File: config.mk
export PLATFORM = sky130hd
export DESIGN_NAME = mmio_io_ctrl
export DESIGN_NICKNAME = d
export VERILOG_FILES = /design/src/rtl/mmio_io_ctrl.sv
export SDC_FILE = /design/constraint.sdc
export NUM_CORES = 1
export LEC_CHECK = 0
export BUFFER_PORTS_ARGS = -buffer_cell sky130_fd_sc_hd__buf_2
export CELL_PAD_IN_SITES_DETAIL_PLACEMENT = 1
export CELL_PAD_IN_SITES_GLOBAL_PLACEMENT = 1
export CORE_AREA = 2 2 125 127
export CTS_BUF_LIST = sky130_fd_sc_hd__clkbuf_16
export CTS_CLUSTER_SIZE = 20
export DETAILED_ROUTE_END_ITERATION = 10
export DIE_AREA = 0 0 127 129
export PLACE_DENSITY_LB_ADDON = 0.1
export SYNTH_ARGS = -nofsm -noshare
export SYNTH_HDL_FRONTEND = slang
export SYNTH_SLANG_ARGS = --single-unit
File: constraint.sdc
create_clock -name clk -period 2.9 [get_ports clk]
set_clock_uncertainty 0.05 [all_clocks]
set_input_delay 0.87 -clock clk [delete_from_list [all_inputs] [get_ports clk]]
set_output_delay 0.87 -clock clk [all_outputs]
set_load 0.05 [all_outputs]
File: src/rtl/mmio_io_ctrl.sv
// Memory-mapped board I/O controller: synchronised keys/switches with status, LEDs and 7-segment digits.
// Optional interrupt output enabled by defining IO_IRQ_EN.
module mmio_io_ctrl #(
    parameter int              DBITS           = 32,
    parameter logic [DBITS-1:0] ADDR_HEX       = 32'hF0000000,
    parameter logic [DBITS-1:0] ADDR_LEDR      = 32'hF0000004,
    parameter logic [DBITS-1:0] ADDR_LEDG      = 32'hF0000008,
    parameter logic [DBITS-1:0] ADDR_KEY       = 32'hF0000010,
    parameter logic [DBITS-1:0] ADDR_SW        = 32'hF0000014,
    parameter int              NUM_KEYS        = 4,
    parameter int              NUM_SW          = 10,
    parameter int              NUM_LEDR        = 10,
    parameter int              NUM_LEDG        = 8,
    parameter int              NUM_HEX         = 4,
    parameter int              DEBOUNCE_CYCLES = 16
) (
    input  logic                  clk,
    input  logic                  FPGA_RESET_N,
    input  logic [DBITS-1:0]      addr,
    input  logic                  we,
    input  logic                  re,
    input  logic [DBITS-1:0]      wrData,
    output logic [DBITS-1:0]      rdData,
    input  logic [NUM_KEYS-1:0]   KEY,
    input  logic [NUM_SW-1:0]     SW,
    output logic [NUM_LEDR-1:0]   LEDR,
    output logic [NUM_LEDG-1:0]   LEDG,
    output logic [7*NUM_HEX-1:0]  HEX,
    output logic                  irq
);
    localparam int HW = 4 * NUM_HEX;
    localparam int CW = $clog2(DEBOUNCE_CYCLES);
    localparam logic [DBITS-1:0] ADDR_KSTAT = DBITS'(ADDR_KEY + 32'h100);
    localparam logic [DBITS-1:0] ADDR_SSTAT = DBITS'(ADDR_SW + 32'h100);

    function automatic logic [6:0] hex7(input logic [3:0] n);
        case (n)
            4'h0: hex7 = 7'b1000000;
            4'h1: hex7 = 7'b1111001;
            4'h2: hex7 = 7'b0100100;
            4'h3: hex7 = 7'b0110000;
            4'h4: hex7 = 7'b0011001;
            4'h5: hex7 = 7'b0010010;
            4'h6: hex7 = 7'b0000010;
            4'h7: hex7 = 7'b1111000;
            4'h8: hex7 = 7'b0000000;
            4'h9: hex7 = 7'b0010000;
            4'hA: hex7 = 7'b0001000;
            4'hB: hex7 = 7'b0000011;
            4'hC: hex7 = 7'b1000110;
            4'hD: hex7 = 7'b0100001;
            4'hE: hex7 = 7'b0000110;
            4'hF: hex7 = 7'b0001110;
            default: hex7 = 7'b1111111;
        endcase
    endfunction

    logic [NUM_KEYS-1:0]  key_meta_q, key_sync_q, key_prev_q;
    logic [NUM_SW-1:0]    sw_meta_q, sw_sync_q, sw_stable_q, sw_stable_d;
    logic [CW-1:0]        deb_cnt_q, deb_cnt_d;
    logic                 sw_accept_s, key_edge_s;
    logic [HW-1:0]        hex_q, hex_d;
    logic [7*NUM_HEX-1:0] seg_q, seg_d;
    logic [NUM_LEDR-1:0]  ledr_q, ledr_d;
    logic [NUM_LEDG-1:0]  ledg_q, ledg_d;
    logic                 kst_rdy_q, kst_rdy_d, kst_ovr_q, kst_ovr_d, kst_ie_q, kst_ie_d;
    logic                 sst_rdy_q, sst_rdy_d, sst_ovr_q, sst_ovr_d, sst_ie_q, sst_ie_d;
    logic                 irq_q, irq_d;
    logic [DBITS-1:0]     rd_q, rd_d;
    logic                 wr_hex_s, wr_ledr_s, wr_ledg_s, wr_kst_s, wr_sst_s;

    // Switch debounce: one shared counter; only a return to the stable value restarts it
    always_comb begin
        deb_cnt_d   = deb_cnt_q;
        sw_stable_d = sw_stable_q;
        sw_accept_s = 1'b0;
        if (sw_sync_q == sw_stable_q) begin
            deb_cnt_d = '0;
        end else if (deb_cnt_q == CW'(DEBOUNCE_CYCLES - 1)) begin
            sw_stable_d = sw_sync_q;
            deb_cnt_d   = '0;
            sw_accept_s = 1'b1;
        end else begin
            deb_cnt_d = deb_cnt_q + CW'(1);
        end
    end

    // Write address decode; data-register and unmapped writes fall through
    always_comb begin
        wr_hex_s  = 1'b0;
        wr_ledr_s = 1'b0;
        wr_ledg_s = 1'b0;
        wr_kst_s  = 1'b0;
        wr_sst_s  = 1'b0;
        if (we) begin
            case (addr)
                ADDR_HEX:   wr_hex_s  = 1'b1;
                ADDR_LEDR:  wr_ledr_s = 1'b1;
                ADDR_LEDG:  wr_ledg_s = 1'b1;
                ADDR_KSTAT: wr_kst_s  = 1'b1;
                ADDR_SSTAT: wr_sst_s  = 1'b1;
                default:    wr_hex_s  = 1'b0;
            endcase
        end else begin
            wr_hex_s = 1'b0;
        end
    end

    // Register next-state: set events override a same-cycle write-1-to-clear
    always_comb begin
        key_edge_s = |(key_sync_q & ~key_prev_q);
        hex_d  = wr_hex_s  ? wrData[HW-1:0]       : hex_q;
        ledr_d = wr_ledr_s ? wrData[NUM_LEDR-1:0] : ledr_q;
        ledg_d = wr_ledg_s ? wrData[NUM_LEDG-1:0] : ledg_q;
        kst_rdy_d = (kst_rdy_q & ~(wr_kst_s & wrData[0])) | key_edge_s;
        kst_ovr_d = (kst_ovr_q & ~(wr_kst_s & wrData[1])) | (key_edge_s & kst_rdy_q);
        sst_rdy_d = (sst_rdy_q & ~(wr_sst_s & wrData[0])) | sw_accept_s;
        sst_ovr_d = (sst_ovr_q & ~(wr_sst_s & wrData[1])) | (sw_accept_s & sst_rdy_q);
`ifdef IO_IRQ_EN
        kst_ie_d = wr_kst_s ? wrData[8] : kst_ie_q;
        sst_ie_d = wr_sst_s ? wrData[8] : sst_ie_q;
        irq_d    = (kst_rdy_q & kst_ie_q) | (sst_rdy_q & sst_ie_q);
`else
        kst_ie_d = 1'b0;
        sst_ie_d = 1'b0;
        irq_d    = 1'b0;
`endif
        for (int i = 0; i < NUM_HEX; i++) begin
            seg_d[7*i +: 7] = hex7(hex_q[4*i +: 4]);
        end
    end

    // Read mux sees pre-write register values; holds when no read is issued
    always_comb begin
        rd_d = rd_q;
        if (re) begin
            rd_d = '0;
            case (addr)
                ADDR_HEX:   rd_d[HW-1:0]       = hex_q;
                ADDR_LEDR:  rd_d[NUM_LEDR-1:0] = ledr_q;
                ADDR_LEDG:  rd_d[NUM_LEDG-1:0] = ledg_q;
                ADDR_KEY:   rd_d[NUM_KEYS-1:0] = key_sync_q;
                ADDR_SW:    rd_d[NUM_SW-1:0]   = sw_stable_q;
                ADDR_KSTAT: begin
                    rd_d[0] = kst_rdy_q;
                    rd_d[1] = kst_ovr_q;
                    rd_d[8] = kst_ie_q;
                end
                ADDR_SSTAT: begin
                    rd_d[0] = sst_rdy_q;
                    rd_d[1] = sst_ovr_q;
                    rd_d[8] = sst_ie_q;
                end
                default:    rd_d = '0;
            endcase
        end else begin
            rd_d = rd_q;
        end
    end

    // State registers with synchronous active-low reset
    always_ff @(posedge clk) begin
        if (!FPGA_RESET_N) begin
            key_meta_q  <= '0;
            key_sync_q  <= '0;
            key_prev_q  <= '0;
            sw_meta_q   <= '0;
            sw_sync_q   <= '0;
            sw_stable_q <= '0;
            deb_cnt_q   <= '0;
            hex_q       <= '0;
            seg_q       <= {NUM_HEX{7'b1000000}};
            ledr_q      <= '0;
            ledg_q      <= '0;
            kst_rdy_q   <= 1'b0;
            kst_ovr_q   <= 1'b0;
            kst_ie_q    <= 1'b0;
            sst_rdy_q   <= 1'b0;
            sst_ovr_q   <= 1'b0;
            sst_ie_q    <= 1'b0;
            irq_q       <= 1'b0;
            rd_q        <= '0;
        end else begin
            key_meta_q  <= ~KEY;
            key_sync_q  <= key_meta_q;
            key_prev_q  <= key_sync_q;
            sw_meta_q   <= SW;
            sw_sync_q   <= sw_meta_q;
            sw_stable_q <= sw_stable_d;
            deb_cnt_q   <= deb_cnt_d;
            hex_q       <= hex_d;
            seg_q       <= seg_d;
            ledr_q      <= ledr_d;
            ledg_q      <= ledg_d;
            kst_rdy_q   <= kst_rdy_d;
            kst_ovr_q   <= kst_ovr_d;
            kst_ie_q    <= kst_ie_d;
            sst_rdy_q   <= sst_rdy_d;
            sst_ovr_q   <= sst_ovr_d;
            sst_ie_q    <= sst_ie_d;
            irq_q       <= irq_d;
            rd_q        <= rd_d;
        end
    end

    assign rdData = rd_q;
    assign LEDR   = ledr_q;
    assign LEDG   = ledg_q;
    assign HEX    = seg_q;
    assign irq    = irq_q;
endmodule
==> results.md, run 1 <==
* DIE WIDTH at 127 um
* Setup bufs post-CTS at 0
* Initial detailed-routing violation count at 180
* N_diodes at 0
* Die height at 129 um
* PwrDens at 571 nW/um^2
* Starting Density at 38.7%
* Utilization after layout at 47.6%
* Deepest clock path buffer count at 2
* Clock network power share at 50.2%
* First drt pass iteration count at 5
* Vias in the first global route at 5116
* Slew margin rel. at 46.9%
* Input/output buffers at 127
* Synthesized flop and latch total at 128
* Final min period at 2490 ps
* HPWL after DPL at 11600 um
* Synthesized area at 5800 um^2
* H-tree depth at 4
* Setup WS post-layout at 410 ps
* Arr. time, crit path at 2770 ps
* Layout cell share with drive strength beyond 1 at 26.2%
* Dpl cells at 932
* Fmax at 0.402 GHz
* WL final at 15900 um
* Worst path bufs/invs at 1
* Total power draw at 4.07 mW
* Worst Path Max Fanout at 6
* Comb power frac at 5.5%
* Crit path cell chain: buf_2, or4_1, nor2_1, and4_1, nor3b_2, a222oi_1, a211oi_1
* Grt total ovfl at 0
* Worst IR Drop VDD at 0.448 mV
* DIE AREA at 16400 um^2
* Vias/cell at 5.13
* Layout Area Growth over Synthesis at 23.0%
* Internal power at 3.17 mW
* Syn_area_per_cell at 9.05 um^2
* Total net switching power at 0.898 mW
* Place WS at -63.3 ps
* TritonCTS clock tree: done
* Synth Instances at 641
* Slew Viols, Final at 0
* Antenna-violating nets left at 0
* Crit path required time at 3180 ps
* Max Cap Violations at 0
* Gr usage total at 20.1%
* CP max stage cell: or4_1
* Final routed DRC violation total at 0
* Sink Count at 128
* WL/cell at 16.6 um
* Fin cells at 962
* Cts hold-fix bufs at 0
* Setup TNS at 0 ps
* Core box area at 15000 um^2
* Final hold violation count at 0
* Status: finished clean
* Yosys Warn Count at 0
* Sequential Power Share at 44.3%
* Clock slew at reported path FFs at 50 ps
* Final worst-path cycle share at 85.9%
* HP Class: flip-flop to flip-flop
* Global-route wire length before repair at 25900 um
* Root buffer cell: clkbuf_16
* CP Launch Type: input port
* FP Rows at 45
* Nature of the critical path endpoint: flip-flop
* LEAKAGE at 3.05 nW
* # IOs at 161
* DR vias at 4933
* Switching portion of total power at 22.1%
* CP top delay family: simple AND/OR/NAND/NOR gates
* Synth cell types at 55
* Clock latency on the worst-skew pair at 410 ps
* Post-layout net count at 870
* Setup violations, final at 0
* Largest net degree at the start of global routing at 44
* Worst path max stage delay at 550 ps
* Register area share after synthesis at 44.2%
* Initial antenna violation count at 0
* Cts bufs inserted at 17
* Gp weighted congestion at 0.792
* Setup CP Type: input port to flip-flop
* RSZ-0062 raised after global routing: no
* Slew @ Worst Pin at 786 ps
* Post_cts resized at 0
[cell usage in the layout, fill, tap and decap left out, types with 6 or more instances in the layout]
cell and n:
a21oi_1 49, mux2_2 7, a22oi_1 9, mux2i_1 27, o211a_1 6, nand2_2 10, xor2_1 10, a21oi_2 10
buf_2 127, clkbuf_16 17, a211oi_1 6, nand3_1 24, ha_1 25, and3_1 6, nor2_1 58, inv_1 23
conb_1 17, and2_1 32, dfxtp_1 128, nand2_1 74, buf_4 15, o21ai_0 13
[Yosys cell counts (all sizes together)]
cell	count	share of area, %
o21a	1	0.13
o211a	6	1.0
o221a	1	0.19
nand4	4	0.43
a31oi	1	0.11
nor4b	2	0.41
and2	33	3.6
or4b	1	0.17
a21oi	59	5.7
nor4	3	0.32
o41ai	3	0.78
clkbuf	32	2.1
a222oi	5	0.86
and3	6	0.65
a22oi	9	1.2
o21ai	14	1.2
nor2	58	3.8
nand2	84	5.9
mux4	1	0.39
o211ai	4	0.52
or4	6	0.84
nor2b	3	0.32
nor3b	1	0.22
ha	25	5.4
nor3	1	0.086
a221o	4	0.69
nand3	24	2.1
buf	26	3.6
o221ai	1	0.15
and4b	1	0.17
mux2	7	1.4
conb	1	0.065
xnor2	2	0.30
a211oi	6	0.78
xor2	10	1.5
dfxtp	128	44
and4	5	0.75
mux2i	27	4.7
a21o	5	0.65
o41a	2	0.39
a32oi	4	0.60
a221oi	2	0.30
nand2b	1	0.11
inv	22	1.4
[registers in the layout (all words and copies together), names as in the netlist]
| signal | cells |
|---|---|
| LEDR | 10 |
| key_prev_q | 4 |
| LEDG | 8 |
| deb_cnt_q | 4 |
| sst_rdy_q | 1 |
| key_meta_q | 4 |
| sst_ovr_q | 1 |
| sw_sync_q | 10 |
| sw_meta_q | 10 |
| sw_stable_q | 10 |
| kst_rdy_q | 1 |
| rdData | 16 |
| kst_ovr_q | 1 |
| hex_q | 16 |
| key_sync_q | 4 |
| HEX | 28 |
[power by group through the flow]
stage | clock (mW) | sequential [mW] | combinational [mW]
after floorplan | 0 | 1.84 | 0.143
after global placement | 0 | 1.84 | 0.219
after detailed placement | 0 | 1.84 | 0.225
after CTS | 2.09 | 1.80 | 0.226
after global routing | 2.17 | 1.80 | 0.243
final | 2.05 | 1.80 | 0.223
[routing by layer]
layer | GRT usage [%] | vias to the layer above | share of wire [%]
met5 | 0 | - | 0
met4 | 6.85 | 0 | 1.6
met3 | 3.74 | 17 | 3.0
met2 | 37.5 | 95 | 52
met1 | 23.1 | 2410 | 43
li1 | - | 2411 | -
[final cells by class]
cell class	instances	area (um^2)
Clock inverter	13	131
Clock buffer	17	425
Sequential cell	128	2560
Inverter	22	82.6
Tap cell	188	235
Timing Repair Buffer	145	808
Fill cell	1777	7840
Multi-Input combinational cell	449	2890
[logic make-up after synthesis]
| family | Yosys count | share of synthesized area [%] |
|---|---|---|
| AO/OA/AOI/OAI | 127 | 15.3 |
| XOR/XNOR | 12 | 1.81 |
| adder cells (fa/ha/maj) | 25 | 5.39 |
| buffers and inverters | 80 | 7.08 |
| flip-flops | 128 | 44.2 |
| multiplexers | 35 | 6.41 |
| other | 1 | 0.0646 |
| AND/OR/NAND/NOR | 233 | 19.8 |
[final timing paths]
path                                                  start                     endpoint  slack [ps]  depth (start not counted)
worst max-delay path                               addr[13]       rdData[8]$_SDFFE_PN0P_         410                          7
worst min-delay path                sw_meta_q[9]$_SDFF_PN0_      sw_sync_q[9]$_SDFF_PN0_         380                          1
worst max register to register  sw_stable_q[7]$_SDFFE_PN0P_  sw_stable_q[7]$_SDFFE_PN0P_        1080                          6
worst min register to register      sw_meta_q[9]$_SDFF_PN0_      sw_sync_q[9]$_SDFF_PN0_         380                          1
[metrics by stage]
step	hold slack, ps	instance area (um^2)
3_5_place_dp	370	6580
3_3_place_gp	366	6580
2_1_floorplan	362	5860
5_1_grt	387	7130
4_1_cts	381	7130
6_report	380	7130
Power figures use the tool's default switching activity.
==> inputs of run 2 (changes only) <==
Settings changed: REMOVE_ABC_BUFFERS set to 1.
==> results.md, run 2 (synthesis results as in run 1) <==
* DIE AREA at 16400 um^2 (unchanged)
* Deepest clock path buffer count at 2 (unchanged)
* N_diodes at 0 (unchanged)
* Starting Density at 38.7% (unchanged)
* Worst Hold Path Cells at 1 (unchanged)
* Placed Area at 6610 um^2 (+0.46%)
* HP Class: flip-flop to flip-flop
* Arr. time, crit path at 2780 ps (about the same)
* DR vias at 4967 (+0.69%)
* Cts bufs inserted at 17 (unchanged)
* CP max stage cell: or4_1
* WL final at 16300 um (+2.3%)
* Final worst-path cycle share at 87.6% (+1.7 points)
* Global-route wire length before repair at 25500 um (-1.7%)
* Storage element area at 2560 um^2 (unchanged)
* LEAKAGE at 3.06 nW (+0.28%)
* Gr usage total at 20.0% (-0.079 points)
* Setup CP Type: input port to flip-flop
* Gp weighted congestion at 0.851 (+7.5%)
* Sink Count at 128 (unchanged)
* Utilization after layout at 47.7% (+0.059 points)
* Total power draw at 4.00 mW (-1.8%)
* Crit path cell chain: buf_2, or4_1, nor4_1, nand4_1, buf_4, o41ai_1, a21oi_1
* Worst path max stage delay at 540 ps (about the same)
* Fmax at 0.394 GHz (-1.9%)
* FP Rows at 45 (unchanged)
* DIE WIDTH at 127 um (unchanged)
* Dpl cells at 936 (+0.43%)
* Input/output buffers at 127 (unchanged)
* Nature of the critical path endpoint: flip-flop
* Layout cell share with drive strength beyond 1 at 26.3% (+0.088 points)
* CP top delay family: simple AND/OR/NAND/NOR gates
* Fin cells at 967 (+0.52%)
* Slew margin rel. at 52.5% (+5.6 points)
* Largest net degree at the start of global routing at 44 (unchanged)
* Final min period at 2540 ps (+49.0 ps)
* First drt pass iteration count at 4 (-1)
* Clock latency on the worst-skew pair at 410 ps (about the same)
* Max Cap Violations at 0 (unchanged)
* Fillers at 1779 (+0.11%)
* TritonCTS clock tree: done
* Antenna-violating nets left at 0 (unchanged)
* PwrDens at 560 nW/um^2 (-1.9%)
* Worst IR Drop VDD at 0.384 mV (-14%)
* Setup bufs post-CTS at 0 (unchanged)
* Setup slack, reg-to-reg at 1030 ps (-50 ps)
* RSZ-0062 raised after global routing: no
* Slew @ Worst Pin at 712 ps (-74.0 ps)
* Initial detailed-routing violation count at 236 (+31%)
* Cts hold-fix bufs at 0 (unchanged)
* Vias in the first global route at 4950 (-3.2%)
* Vias/cell at 5.14 (+0.17%)
* Fin area at 7140 um^2 (+0.12%)
* Area of the multi-input gates at 2890 um^2 (unchanged)
* HPWL after DPL at 11700 um (+1.1%)
* Worst Path Max Fanout at 6 (unchanged)
* Crit path required time at 3140 ps (-40 ps)
* H-tree depth at 4 (unchanged)
* Status: finished clean
* Grt total ovfl at 0 (unchanged)
* Root buffer cell: clkbuf_16
* Initial antenna violation count at 2 (+2)
* Core box area at 15000 um^2 (unchanged)
* Commonest non-fill, non-tap cell in the layout: dfxtp_1
* WL/cell at 16.9 um (+1.8%)
* Final routed DRC violation total at 0 (unchanged)
* Max FFs per register at 28 (unchanged)
* Slew Viols, Final at 0 (unchanged)
* R2R cell count at 6 (unchanged)
* Final hold violation count at 0 (unchanged)
* # IOs at 161 (unchanged)
* Most frequent cells in the layout: 128 x dfxtp_1, 127 x buf_2, 74 x nand2_1, 58 x nor2_1, 49 x a21oi_1
* Worst path bufs/invs at 2 (+1)
* CP Depth at 7 (unchanged)
* CP Launch Type: input port
* Die height at 129 um (unchanged)
* Post-layout net count at 874 (+0.46%)
* Layout Area Growth over Synthesis at 23.1%
* Setup violations, final at 0 (unchanged)
* Clock slew at reported path FFs at 60 ps (about the same)
* Post_cts resized at 0 (unchanged)
## run 2: layer usage
metal / vias up / wire length (um) / part of all wire [%] / GRT usage (%)
li1: 2425 / - / - / -
met1: 2366 / 7010 / 43 / 23.4
met2: 150 / 8220 / 50 / 35.6
met3: 24 / 788 / 4.8 / 4.62
met4: 2 / 292 / 1.8 / 8.02
met5: - / 11 / 0.067 / 0
## run 2: path summary, 6_finish.rpt
path / start / end
setup / recovery: addr[13] / sst_ovr_q$_SDFF_PN0_
hold / removal: sw_meta_q[9]$_SDFF_PN0_ / sw_sync_q[9]$_SDFF_PN0_
hold reg to reg: sw_meta_q[9]$_SDFF_PN0_ / sw_sync_q[9]$_SDFF_PN0_
setup reg to reg: sw_stable_q[5]$_SDFFE_PN0P_ / sw_stable_q[7]$_SDFFE_PN0P_
## run 2: report_power, final
group	switching, mW	internal, mW
clock	0.743	1.22
sequential	0.0139	1.79
combinational	0.156	0.0731
## run 2: through the flow
stage	worst slack, ps	hold slack, ps	setup TNS [ps]
6_report	361	380	0
5_1_grt	204	394	0
4_1_cts	363	383	0
3_5_place_dp	-84.5	370	-335
3_3_place_gp	13.2	365	0
2_1_floorplan	-51.3	362	-513
## run 2: final cells by class
class / count / area share [%]
clock buffer: 17 / 5.96
clock inverter: 14 / 1.54
inverter: 22 / 1.16
multi-input combinational: 449 / 40.4
sequential: 128 / 35.9
tap: 188 / 3.29
timing repair buffer: 149 / 11.7
## run 2: worst reg2reg max path: cells and delay by family (launching register included)
family,cells,cell delay [ps]
and+or+nand+nor,4,1030
DFF,1,340
xor gates and xnor gates,1,170
muxes,1,170
